**config.mk**
```make
export PLATFORM = sky130hd
export DESIGN_NAME = calculo_arbiter
export DESIGN_NICKNAME = d
export VERILOG_FILES = /design/src/rtl/calculo_arbiter.sv
export SDC_FILE = /design/constraint.sdc
export NUM_CORES = 1
export LEC_CHECK = 0
export BUFFER_PORTS_ARGS = -buffer_cell sky130_fd_sc_hd__buf_2
export CORE_MARGIN = 2
export CORE_UTILIZATION = 30
export DETAILED_ROUTE_END_ITERATION = 8
export PLACE_DENSITY = 0.49
export SLEW_MARGIN = 20
export SYNTH_ARGS = -nofsm -noshare
export SYNTH_HDL_FRONTEND = slang
export SYNTH_SLANG_ARGS = --single-unit
```
**constraint.sdc**
```tcl
create_clock -name clk -period 3.6 [get_ports clk]
set_input_delay 0.18 -clock clk [delete_from_list [all_inputs] [get_ports clk]]
set_output_delay 0.18 -clock clk [all_outputs]
set_load 0.02 [all_outputs]
```
**src/rtl/calculo_arbiter.sv**
```systemverilog
`default_nettype none
// ============================================================================
// Module   : calculo_arbiter
// Brief    : Two-requester round-robin arbiter for ((A*B)+C)*D on one shared
//            W x 3W multiplier and one 3W adder.
// Revision : 1.0 - initial release
// ============================================================================
module calculo_arbiter #(
    parameter int W = 2
) (
    input  logic           clk,
    input  logic           rst,
    input  logic           req0,
    input  logic [W-1:0]   a0,
    input  logic [W-1:0]   b0,
    input  logic [W-1:0]   c0,
    input  logic [W-1:0]   d0,
    input  logic           req1,
    input  logic [W-1:0]   a1,
    input  logic [W-1:0]   b1,
    input  logic [W-1:0]   c1,
    input  logic [W-1:0]   d1,
    output logic [3*W-1:0] sal,
    output logic           done0,
    output logic           done1,
    output logic           busy,
    output logic           owner
);

    localparam int c_res_w = 3 * W;

    typedef enum logic [2:0] {
        S_IDLE = 3'd0,
        S_MUL1 = 3'd1,
        S_ADD  = 3'd2,
        S_MUL2 = 3'd3,
        S_DONE = 3'd4
    } state_t;

    state_t               state_q, state_d;
    logic [W-1:0]         a_q, a_d, b_q, b_d, c_q, c_d, d_q, d_d;
    logic [c_res_w-1:0]   p_q, p_d;
    logic [c_res_w-1:0]   sal_q, sal_d;
    logic                 done0_q, done0_d, done1_q, done1_d;
    logic                 busy_q, busy_d;
    logic                 owner_q, owner_d;

    logic                 w_gnt;
    logic [W-1:0]         w_mul_x;
    logic [c_res_w-1:0]   w_mul_y;
    logic [c_res_w-1:0]   w_mul_res;
    logic [c_res_w-1:0]   w_add_res;

    // Tie goes to the requester that was not served last.
    assign w_gnt = (req0 && req1) ? ~owner_q : req1;

    // The single multiplier is steered by state: A*B in MUL1, D*p in MUL2.
    always_comb begin
        w_mul_x = a_q;
        w_mul_y = {{(c_res_w-W){1'b0}}, b_q};
        if (state_q == S_MUL2) begin
            w_mul_x = d_q;
            w_mul_y = p_q;
        end
    end

    assign w_mul_res = {{(c_res_w-W){1'b0}}, w_mul_x} * w_mul_y;
    assign w_add_res = p_q + {{(c_res_w-W){1'b0}}, c_q};

    always_comb begin
        state_d = state_q;
        a_d     = a_q;
        b_d     = b_q;
        c_d     = c_q;
        d_d     = d_q;
        p_d     = p_q;
        sal_d   = sal_q;
        owner_d = owner_q;
        done0_d = 1'b0;
        done1_d = 1'b0;
        case (state_q)
            S_IDLE: begin
                if (req0 || req1) begin
                    owner_d = w_gnt;
                    a_d     = w_gnt ? a1 : a0;
                    b_d     = w_gnt ? b1 : b0;
                    c_d     = w_gnt ? c1 : c0;
                    d_d     = w_gnt ? d1 : d0;
                    state_d = S_MUL1;
                end
            end
            S_MUL1: begin
                p_d     = w_mul_res;
                state_d = S_ADD;
            end
            S_ADD: begin
                p_d     = w_add_res;
                state_d = S_MUL2;
            end
            S_MUL2: begin
                sal_d   = w_mul_res;
                done0_d = ~owner_q;
                done1_d = owner_q;
                state_d = S_DONE;
            end
            S_DONE: begin
                state_d = S_IDLE;
            end
            default: begin
                state_d = S_IDLE;
            end
        endcase
        busy_d = (state_d == S_MUL1) || (state_d == S_ADD) || (state_d == S_MUL2);
    end

    always_ff @(posedge clk) begin
        if (rst) begin
            state_q <= S_IDLE;
            a_q     <= '0;
            b_q     <= '0;
            c_q     <= '0;
            d_q     <= '0;
            p_q     <= '0;
            sal_q   <= '0;
            done0_q <= 1'b0;
            done1_q <= 1'b0;
            busy_q  <= 1'b0;
            owner_q <= 1'b1;
        end else begin
            state_q <= state_d;
            a_q     <= a_d;
            b_q     <= b_d;
            c_q     <= c_d;
            d_q     <= d_d;
            p_q     <= p_d;
            sal_q   <= sal_d;
            done0_q <= done0_d;
            done1_q <= done1_d;
            busy_q  <= busy_d;
            owner_q <= owner_d;
        end
    end

    assign sal   = sal_q;
    assign done0 = done0_q;
    assign done1 = done1_q;
    assign busy  = busy_q;
    assign owner = owner_q;

endmodule
`default_nettype wire

```
==> flow_summary.ini <==
[power]
cellLeakagePower_uw = 0.000726
power_uw = 1000
power.density_nw_per_um2 = 588
ir_worst_vdd_uv = 157

[detailed_routing]
initialDrtViolationCount = 48
routed_wl_microns = 3380
drt_first_pass_iters = 4
post_drt_via_cell_ratio = 4.70
drc = 0
wl_per_cell_microns = 12.8
vias = 1246
ant_nets = 0

[die]
design.die.area_sq_um = 5570
core_sq_um = 4750
top_level_ports = 30
start_util_pct = 31.5
fp.dieW_microns = 74.6
chipHeight_microns = 74.6
rows = 25

[yosys]
synth-edff-count = 0
yosys.cell_types.count = 39
muxShareOfSynthArea_pct = 6.02
synth_xor_xnor_area_share_pct = 2.93
syn-num-nets = 204
ys_ff_latch = 27
syn_area_per_cell_sq_um = 8.50
async_reset_ff_share_pct = 0
synth-simple-area-share_pct = 23.0
synth_ff_type = dfxtp_1
synth_area_sq_um = 1500
yosys_warnings = 0
ys_seq_area_share_pct = 36.1
synth_compound_area_share_pct = 17.1
yosys.area_share.adder_pct = 7.69
synth_cells = 176
synth_top_family_by_area = simple AND/OR/NAND/NOR gates

[cts]
cts_buffer_depth = 2
post-cts-setup-buffers = 0
cts-resized-gates = 0
tritoncts = done
path_clk_slew_ns = 0.10
clock_latency_ns = 0.27
cts-hold-fix-buffers = 0
htreeDepth = 1
cts-root-buf = clkbuf_8
cts_made_buffers = 3
clock-sinks = 27

[timing]
setup_violations = 0
clock_skew_ns = 0.00363
slew_viol_final = 0
relSlewSlack_pct = 31.4
hold_viol_final = 0
rsz0062_at_grt = no
fin_crit_ns = 2.71
worstMarginPinSlew_ns = 1.03
final.setup.tns_ns = 0
final.period_utilization_pct = 75.4
max_freq_mhz = 368

[worst_setup_path]
cp-end-kind = register
start_kind = register
critical_path.max_fanout = 15
crit_path_start = state_q[0]
rr_startpoint = state_q[0]
setup.worst_path.class = reg2reg
critical_path_required_ns = 3.80
crit_arrival_ns = 2.91

[grt]
overflow = 0
antenna_found_initial = 0
grt_max_degree = 24
grt_first_pass_wirelength_microns = 5710
grt_pass1_vias = 1221
track_usage_pct = 13.4

[finish]
multi_input_area_sq_um = 848
regArea_sq_um = 541
syn_to_final_growth_pct = 13.9
num_antenna_cells = 0
most-common-layout-cells = buf_2, dfxtp_1, nor2_1
nFillCells = 536
utilization_pct = 35.8
mostFrequentLayoutCell = buf_2
drive_gt1_share_pct = 19.2
fin_cells = 265
layout.nets = 227

[placed_design]
port-buffer-count = 29
routabilityCongestion = 0.751
dp_hpwl_microns = 2450
placed_cells = 261

[min_path]
hold_path_class = in2reg
hold_start = d0[0]

[flow_run]
maxCapViolCount = 0

[status]
status = complete, no violations
-- final cells by class --
| class | instances | area share, % |
|---|---|---|
| Timing Repair Buffer | 30 | 8.96 |
| Multi-Input combinational cell | 128 | 49.8 |
| Clock buffer | 4 | 2.64 |
| Inverter | 9 | 1.98 |
| Tap cell | 67 | 4.92 |
| Sequential cell | 27 | 31.7 |
-- metrics by stage --
stage               setup slack (ns)  hold WS, ns  cell area [sq um]
floorplan                       1.23        0.285               1500
global placement               0.929        0.448               1660
detailed placement             0.931        0.448               1660
CTS                            0.885        0.226               1700
global route                   0.605        0.252               1700
finish                         0.886        0.229               1700
-- power breakdown --
group          switching, uW  total (uW)  internal [uW]
combinational            213         362            149
sequential              91.8         463            371
clock                   97.9         177           79.4
-- critical path: stages (launching register included) --
cell and delay (ns):
dfxtp_1 0.57, and3b_1 0.52, nand3_1 0.13, nand2_1 0.08, ha_1 0.16, inv_1 0.05, fa_1 0.39, nand2b_1 0.16
a21oi_1 0.22, o22ai_1 0.12, a211oi_1 0.22
-- flip-flops by register name, indices dropped and copies added, names as in the netlist --
register  cells
d_q           2
owner         1
state_q       3
p_q           6
c_q           2
done1         1
done0         1
b_q           2
sal           6
busy          1
a_q           2
-- metal layers --
metal | wire (microns) | vias to the layer above | global-route usage (%)
li1 | - | 659 | -
met1 | 1690 | 564 | 17.2
met2 | 1580 | 23 | 23.5
met3 | 112 | 0 | 2.54
met4 | 0 | 0 | 2.98
met5 | 0 | - | 0
-- kinds of logic after synthesis --
| group | after synthesis |
|---|---|
| DFF | 27 |
| adders and majority gates | 8 |
| buffers and inverters | 21 |
| AOI/OAI and AO/OA | 39 |
| xor gates and xnor gates | 5 |
| muxes | 9 |
| and+or+nand+nor | 67 |
-- synthesized netlist by cell type (3+ instances only) --
cell	number	area (sq um)
dfxtp_1	27	541
nor2_1	23	86.3
nand2_1	14	52.6
a211oi_1	11	82.6
a21oi_1	10	50.1
nand3_1	10	50.1
inv_1	9	33.8
mux2i_1	9	90.1
and3_1	6	37.5
ha_1	6	75.1
buf_2	5	25.0
o21ai_0	5	25.0
a31oi_1	3	18.8
clkbuf_1	3	11.3
nand2b_1	3	18.8
xor2_1	3	26.3
-- worst paths after layout --
kind,slack [ns],end,depth (start not counted)
worst min-delay path,0.23,d_q[0],3
worst max register to register,0.89,p_q[5],10
worst max-delay path,0.89,p_q[5],10
worst min register to register,0.46,sal[1],2
No activity file was read; power rests on OpenSTA's default activity.
